$ cat config.mk
export PLATFORM = sky130hd
export DESIGN_NAME = full_adder_assign
export DESIGN_NICKNAME = d
export VERILOG_FILES = /design/src/rtl/full_adder_assign.sv
export SDC_FILE = /design/constraint.sdc
export NUM_CORES = 1
export LEC_CHECK = 0
export ABC_AREA = 1
export BUFFER_PORTS_ARGS = -buffer_cell sky130_fd_sc_hd__buf_4
export CAP_MARGIN = 20
export CORE_AREA = 5 5 42 44
export CTS_BUF_LIST = sky130_fd_sc_hd__clkbuf_16
export DETAILED_ROUTE_END_ITERATION = 16
export DIE_AREA = 0 0 47 49
export PLACE_DENSITY_LB_ADDON = 0.12
export SLEW_MARGIN = 5
export SYNTH_ARGS = -nofsm -noshare
export SYNTH_HDL_FRONTEND = slang
export SYNTH_SLANG_ARGS = --single-unit
$ cat constraint.sdc
create_clock -name clk -period 1.6 [get_ports clk]
set_input_delay 0.32 -clock clk [delete_from_list [all_inputs] [get_ports clk]]
set_output_delay 0.32 -clock clk [all_outputs]
set_load 0.01 [all_outputs]
$ cat src/rtl/full_adder_assign.sv
// full_adder_assign: WIDTH-bit ripple-carry full adder.
// The combinational sum/carry/overflow path has zero latency and is meant for
// bit-slice use. A registered copy with a valid flag serves pipelined datapaths.
// Optional feature macro: FULL_ADDER_ASSIGN_STATS_EN adds a saturating 16-bit
// count of captured operations that produced a carry out, plus a synchronous
// clear input for that count.
module full_adder_assign #(
    parameter int WIDTH = 1
) (
    input  logic             clk,
    input  logic             rst_n,
    input  logic [WIDTH-1:0] a,
    input  logic [WIDTH-1:0] b,
    input  logic             carry_in,
    input  logic             in_valid,
`ifdef FULL_ADDER_ASSIGN_STATS_EN
    input  logic             clr_stats,
    output logic [15:0]      carry_count,
`endif
    output logic [WIDTH-1:0] sum,
    output logic             carry_out,
    output logic             overflow,
    output logic [WIDTH-1:0] sum_q,
    output logic             carry_out_q,
    output logic             overflow_q,
    output logic             out_valid
);

    // carry_chain[i] is the carry into bit i; carry_chain[WIDTH] leaves the MSB.
    logic [WIDTH:0]   carry_chain;
    logic [WIDTH-1:0] propagate;

    assign carry_chain[0] = carry_in;

    // One full-adder cell per bit, chained through carry_chain.
    generate
        for (genvar gi = 0; gi < WIDTH; gi++) begin : g_bit
            assign propagate[gi]       = a[gi] ^ b[gi];
            assign sum[gi]             = propagate[gi] ^ carry_chain[gi];
            assign carry_chain[gi + 1] = (a[gi] & b[gi]) | (carry_chain[gi] & propagate[gi]);
        end
    endgenerate

    assign carry_out = carry_chain[WIDTH];
    // Signed overflow: carry into the MSB disagrees with carry out of it.
    // For WIDTH=1 the carry into the MSB is carry_in itself.
    assign overflow  = carry_chain[WIDTH] ^ carry_chain[WIDTH-1];

    // Registered copy of the result.
    logic [WIDTH-1:0] sum_reg;
    logic             carry_out_reg;
    logic             overflow_reg;
    logic             valid_reg;

    // Capture the combinational result on in_valid; otherwise hold the data
    // and drop the valid flag. Reset clears everything immediately.
    always_ff @(posedge clk or negedge rst_n) begin
        if (!rst_n) begin
            sum_reg       <= '0;
            carry_out_reg <= 1'b0;
            overflow_reg  <= 1'b0;
            valid_reg     <= 1'b0;
        end else begin
            valid_reg <= in_valid;
            if (in_valid) begin
                sum_reg       <= sum;
                carry_out_reg <= carry_out;
                overflow_reg  <= overflow;
            end
        end
    end

    assign sum_q       = sum_reg;
    assign carry_out_q = carry_out_reg;
    assign overflow_q  = overflow_reg;
    assign out_valid   = valid_reg;

`ifdef FULL_ADDER_ASSIGN_STATS_EN
    localparam logic [15:0] COUNT_MAX = 16'hFFFF;

    logic [15:0] count_reg;
    logic [15:0] count_next;

    // Next count: clear wins over increment; increment stops at COUNT_MAX.
    always_comb begin
        count_next = count_reg;
        if (clr_stats) begin
            count_next = '0;
        end else if (in_valid && carry_out && (count_reg != COUNT_MAX)) begin
            count_next = count_reg + 16'd1;
        end
    end

    // Count register, asynchronously cleared with the rest of the datapath.
    always_ff @(posedge clk or negedge rst_n) begin
        if (!rst_n) begin
            count_reg <= '0;
        end else begin
            count_reg <= count_next;
        end
    end

    assign carry_count = count_reg;
`endif

endmodule

Word level (Yosys, flattened, before mapping)
Cells that the tools add are included.
- bits in registers: 4
- output and inout bits: 7
- bitwise operators: 6
- operator list (cell ; count):
    1-bit bitwise XOR ; 3
    1-bit bitwise AND ; 2
    1-bit OR ; 1

Logic depth before layout (Yosys ltp)
Gate-level depths: netlist of run 1.
- word-level depth: 4
- gate-level depth with buffers: 5
- depth with buffers taken out: 5

Worst setup path after synthesis of run 1
Ideal clock, no wire load.
- path type: input -> output
- start: input port a
- end: output port overflow
- setup slack: 165 ps
- cell stages on the path: 4
- data required time: 1280 ps
- path buffers: 0
- arrival: 1115 ps
- cell sequence: fa_1 inv_2 nand2_2 and2_1
- cells in the longest elaborated chain, start to end: 4
- elaborated cells on any way between the ends: 5
- those cells by class: bitwise (5)
- RTL lines (what ; RTL line ; source):
    start, declared ; 12 ; input logic [WIDTH-1:0] a,
    1-bit bitwise XOR ; 38 ; assign propagate[gi] = a[gi] ^ b[gi];
    1-bit bitwise AND ; 40 ; assign carry_chain[gi + 1] = (a[gi] & b[gi]) | (carry_chain[gi] & propagate[gi]);
    1-bit OR (*) ; 40 ;
    1-bit bitwise XOR (*) ; 47 ; assign overflow = carry_chain[WIDTH] ^ carry_chain[WIDTH-1];
    end, declared ; 22 ; output logic overflow,
Every way passes the cells marked *; elsewhere a longest branch is shown, timed or not.

Worst setup path in the final report of run 1
Same ends and word-level chain as after synthesis.

==> flow_summary.yaml, run 1 <==
min_path:
  min_to: "out_valid$_DFF_PN0_"
  min-delay-start: "in_valid"
  hp-class: "in2reg"
  min_path_cells: 1
routing:
  via_count: 185
  ant_nets: 0
  drt_pre_antenna_iters: 1
  wl_per_cell_um: 9.74
  route.detailed.drc: 0
  drt_iter0_drc: 0
  wl_um: 516
  viasPerCell: 3.49
sta:
  worst_pin_slew_ps: 125
  setup_ws_ps: 59.3
  min_period_ps: 1540
  hold_viol: 0
  maxSlewViolCount: 0
  rsz0062_at_grt: "no"
  fin_skew_ps: 0
  slew_headroom_pct: 91.7
  finalCritPeriodShare_pct: 96.3
  fin_tns_setup_ps: 0
  fmax_ghz: 0.649
  setup_viol: 0
status:
  status: "finished, final reports clean"
clock_tree:
  cts-root-buf: "clkbuf_16"
  cts.path.max_buffers: 2
  cts_tree: "done"
  htreeDepth: 1
  numCtsBuffers: 3
  path_clk_slew_ps: 30
  clkLatencyLatePin_ps: 220
  cts.sinks: 4
critical_path:
  cp.arrival_ps: 1220
  crit_type: "in2out"
  cp.required_ps: 1280
  cp-end-kind: "primary output"
  r2r_start: "carry_out_q$_DFFE_PN0P_"
  reg2reg_setup_slack_ps: 980
  crit_fanout: 3
  worstSetupStartpointType: "input port"
  worstReg2RegEnd: "carry_out_q$_DFFE_PN0P_"
  rr_worst_depth: 2
power:
  intPower_uw: 480
  power.share.clock_pct: 65.4
  power_frac_comb_pct: 14.6
  power.total_uw: 591
  p_seq_share_pct: 20.0
  peakVddDrop_v: 0.000366
  power_switching_uw: 111
  powerDensity_nw_per_um2: 1490
  p_leak_uw: 0.000206
  sw_frac_of_total_pct: 18.8
finish:
  drive_above_1_share_pct: 56.8
  n_antenna_cell: 0
  finalNetCount: 46
  fillerInstances: 165
  final_area_um2: 397
  final_cells: 53
  area_growth_pct: 116
place:
  place_area_um2: 309
  dp.cells: 49
  preCtsSetupSlack_ps: -20.4
  gp_congestion: 0.588
  io_buffer_count: 12
grt:
  antenna_found_initial: 0
  grt_max_degree: 5
  grt_pass1_vias: 216
  grt_usage_pct: 5.72
  grt_pass1_wl_um: 821
  grt_overflow: 0
yosys:
  syn-num-nets: 26
  ys_warn_count: 0
  syn_area_per_cell_um2: 9.68
  ys_seq_area_share_pct: 54.4
  synth-seq-cells: 4
  yosysUniqueCellTypes: 9
  synth_area_um2: 184
  synth_cells: 19
die:
  die_x_um: 47
  die_h_um: 49
  rows: 14
  die_area_um2: 2300
  io_pins: 13
  core_area_um2: 1400
  start_util_pct: 13.1
flow_run:
  cap_viol_max_count: 0
## routing by layer
layer / global-route usage, % / wire [um]
met5: 0 / 0
met4: 11.1 / 34
met3: 1.11 / 43
met2: 7.01 / 259
met1: 5.11 / 179
## metrics by stage
step           hold slack, ps  utilization, %
3_3_place_gp              118            22.1
2_1_floorplan            24.4               -
6_report                  231            28.3
4_1_cts                   232            28.3
3_5_place_dp              121            22.1
5_1_grt                   231            28.3
## synthesized netlist by cell type
library cell,count,area [um2]
inv_2,1,3.75
o21ai_2,1,8.76
nand2_1,7,26.3
dfrtp_1,4,100
inv_1,2,7.51
nand2_2,1,6.26
fa_1,1,20.0
nand3_1,1,5.00
and2_1,1,6.26
## worst max-delay path by stage
stage | from | endpoint | cells past startpoint
after floorplan | a | overflow | 4
final | a | overflow | 6
after global routing | a | overflow | 6
after global placement | a | overflow | 6
after detailed placement | a | overflow | 6
after CTS | a | overflow | 6
## power groups by stage
stage | sequential [uW] | clock [uW] | combinational, uW
after global placement | 119 | 0 | 85.1
final | 118 | 386 | 86.4
after floorplan | 124 | 0 | 28.6
after detailed placement | 120 | 0 | 85.7
after global routing | 120 | 403 | 95.2
after CTS | 119 | 394 | 89.1
## state kept, by name, summed over array words and instances, names as in the netlist
register	cells
carry_out_q	1
sum_q	1
out_valid	1
overflow_q	1
## cell families after synthesis
logic type               after synthesis  share of synthesized area [%]
AO/OA/AOI/OAI                          1                           4.76
adder cells (fa/ha/maj)                1                           10.9
buffers and inverters                  3                           6.12
flip-flops                             4                           54.4
AND/OR/NAND/NOR                       10                           23.8
## worst max-delay path, cell delays in order
cell and delay [ps]:
buf_4 120, fa_2 400, inv_2 70, nand2_2 40, and2_1 130, buf_4 140
## layout by cell type (no fill, tap or decap)
cell           Yosys  layout
inv_1              2       2
clkbuf_16          0       3
dfrtp_1            4       4
dlygate4sd3_1      0       1
nand3_1            1       1
nand2_1            7       7
inv_2              1       1
fa_2               0       1
and2_1             1       1
buf_4              0      14
o21ai_2            1       1
nand2_2            1       1
## area by class of cell
type,instances,area (um2),share of cell area [%]
inverters,3,11.3,2.84
clock buffers,3,75.1,18.9
repair buffers,15,115,29.0
flip-flops and latches,4,100,25.2
multi-input cells,12,75.1,18.9
well taps,16,20.0,5.05
## what timing repair did
| item | 4_1_cts | 5_1_grt |
|---|---|---|
| endpoints found under the hold margin | 4 | 0 |
| gates resized for setup | 1 | 0 |
| buffers inserted | 0 | 0 |
| endpoints found under the setup margin | 1 | 0 |
| hold buffers | 1 | 0 |
No activity file was read; power rests on OpenSTA's default activity.
==> inputs of run 2 (changes only) <==
- MAX_ROUTING_LAYER: unset -> met4
- clock period: 1.6 -> 1.32 ns (I/O delays scaled with it)
==> run 2 against run 1 <==
Critical endpoint unchanged. Cell area up 16%. Register-to-register slack got worse by 270 ps. Hold slack worse by 45 ps. Non-clock buffer count up 6. Sequential power increased by 22%. Combinational power up 49%. Via count rose by 8.1%. Wire length increased by 11%. Sequential cell count unchanged. The flow now finishes with violations (negative setup slack). Power increased by 25%.
==> flow_summary.yaml, run 2 (synthesized netlist as in run 1, its figures left out) <==
die:
  start_util_pct: 13.1
  die_area_um2: 2300
  rows: 14
  io_pins: 13
  die_h_um: 49
  core_area_um2: 1400
  die_x_um: 47
finish:
  ff_latch_area_um2: 100
  drive_above_1_share_pct: 67.4
  fillerInstances: 163
  final_common_cell: "buf_4"
  finalNetCount: 52
  area_growth_pct: 150
  layout_common_cells: "buf_4 (17), nand2_1 (7), dfrtp_1 (4), clkbuf_16 (3), buf_6 (3)"
  final_area_um2: 460
  n_antenna_cell: 0
  multi_input_area_um2: 82.6
critical_path:
  cp-end-kind: "primary output"
  cp_slowest_cell: "fa_2"
  crit_chain: "buf_6, fa_2, inv_2, nand2_2, and2_4, buf_6"
  crit_fanout: 3
  cp.required_ps: 1060
  critical_path.top_delay_family: "adder cells"
  cpPeakStageDelay_ps: 400
  cp.arrival_ps: 1130
  crit_top_cell: "buf_6"
  path_buf_inv: 3
  worstSetupStartpointType: "input port"
  crit_type: "in2out"
clock_tree:
  cts-root-buf: "clkbuf_16"
  cts.sinks: 4
  clkLatencyLatePin_ps: 220
  cts_tree: "done"
  numCtsBuffers: 3
  path_clk_slew_ps: 30
  htreeDepth: 1
  cts.path.max_buffers: 2
sta:
  fmax_ghz: 0.719
  slew_headroom_pct: 91.1
  fin_skew_ps: 0
  worst_pin_slew_ps: 133
  maxSlewViolCount: 0
  setup_viol: 2
  rsz0062_at_grt: "yes"
  finalCritPeriodShare_pct: 105
  setup_ws_ps: -71.7
  min_period_ps: 1390
  hold_viol: 0
grt:
  grt_usage_pct: 6.02
  grt_overflow: 0
  antenna_found_initial: 0
  grtUsageMet2_pct: 9.50
  use_met1_pct: 4.23
  grt_max_degree: 5
  grt_pass1_vias: 244
  grt_busiest_layer: "met2"
  grt_pass1_wl_um: 883
  grtUsageMet3_pct: 1.48
routing:
  route.detailed.drc: 0
  via_count: 200
  drt_pre_antenna_iters: 2
  wl_um: 575
  ant_nets: 0
  drt_iter0_drc: 5
  wl_per_cell_um: 9.75
  viasPerCell: 3.39
place:
  hpwl_um: 417
  gp_congestion: 0.557
  place_area_um2: 327
  io_buffer_count: 12
power:
  p_leak_uw: 0.000242
  power.total_uw: 740
  peakVddDrop_v: 0.000489
  powerDensity_nw_per_um2: 1610
status:
  violations: "negative setup slack"
  status: "complete, but fails checks"
min_path:
  hp-class: "in2reg"
flow_run:
  cap_viol_max_count: 0
-- run 2: final timing paths --
check | start | endpoint | slack (ps) | cells after the start
max | a | overflow | -70 | 6
min | in_valid | out_valid$_DFF_PN0_ | 190 | 1
max reg2reg | carry_out_q$_DFFE_PN0P_ | carry_out_q$_DFFE_PN0P_ | 710 | 2
min reg2reg | sum_q$_DFFE_PN0P_ | sum_q$_DFFE_PN0P_ | 470 | 2
max in group asynchronous | rst_n | overflow_q$_DFFE_PN0P_ | 830 | 2
min in group asynchronous | rst_n | out_valid$_DFF_PN0_ | 390 | 2
-- run 2: what timing repair did --
action | 4_1_cts | 5_1_grt
endpoints found under the setup margin | 2 | 2
buffers inserted | 4 | 0
hold buffers | 1 | 0
endpoints found under the hold margin | 4 | 0
resized for setup | 4 | 1
pin swaps | 1 | 2
cloned | 0 | 0
-- run 2: final cells by class --
cell class                 count  share of cell area (%)
inverter                       3                    2.45
sequential                     4                    21.7
tap                           16                    4.35
timing repair buffer          21                    37.2
clock buffer                   3                    16.3
multi-input combinational     12                    17.9
-- run 2: through the flow --
step | util, % | cells | hold slack, ps | worst slack, ps | setup TNS, ps
after floorplan | - | 19 | -31.6 | 93.2 | 0
after global placement | 23.3 | 51 | 61.2 | -107 | -113
after detailed placement | 23.3 | 51 | 60.5 | -109 | -116
after CTS | 32.6 | 59 | 181 | -74.2 | -86.0
after global routing | 32.9 | 59 | 186 | -114 | -204
final | 32.9 | 59 | 186 | -71.7 | -84.2
-- run 2: where the power goes --
| part | switching, uW | total [uW] | internal [uW] |
|---|---|---|---|
| sequential | 7.02 | 144 | 137 |
| combinational | 51.3 | 129 | 77.7 |
| clock | 80.3 | 467 | 387 |
| total | 139 | 740 | 601 |
-- run 2: metal layers --
layer  up-vias  routed length (um)  part of all wire, %
li1        104                   -                    -
met1        89                 217                   38
met2         7                 328                   57
met3         0                  29                  5.0
met4         0                   0                    0
met5         -                   0                    0
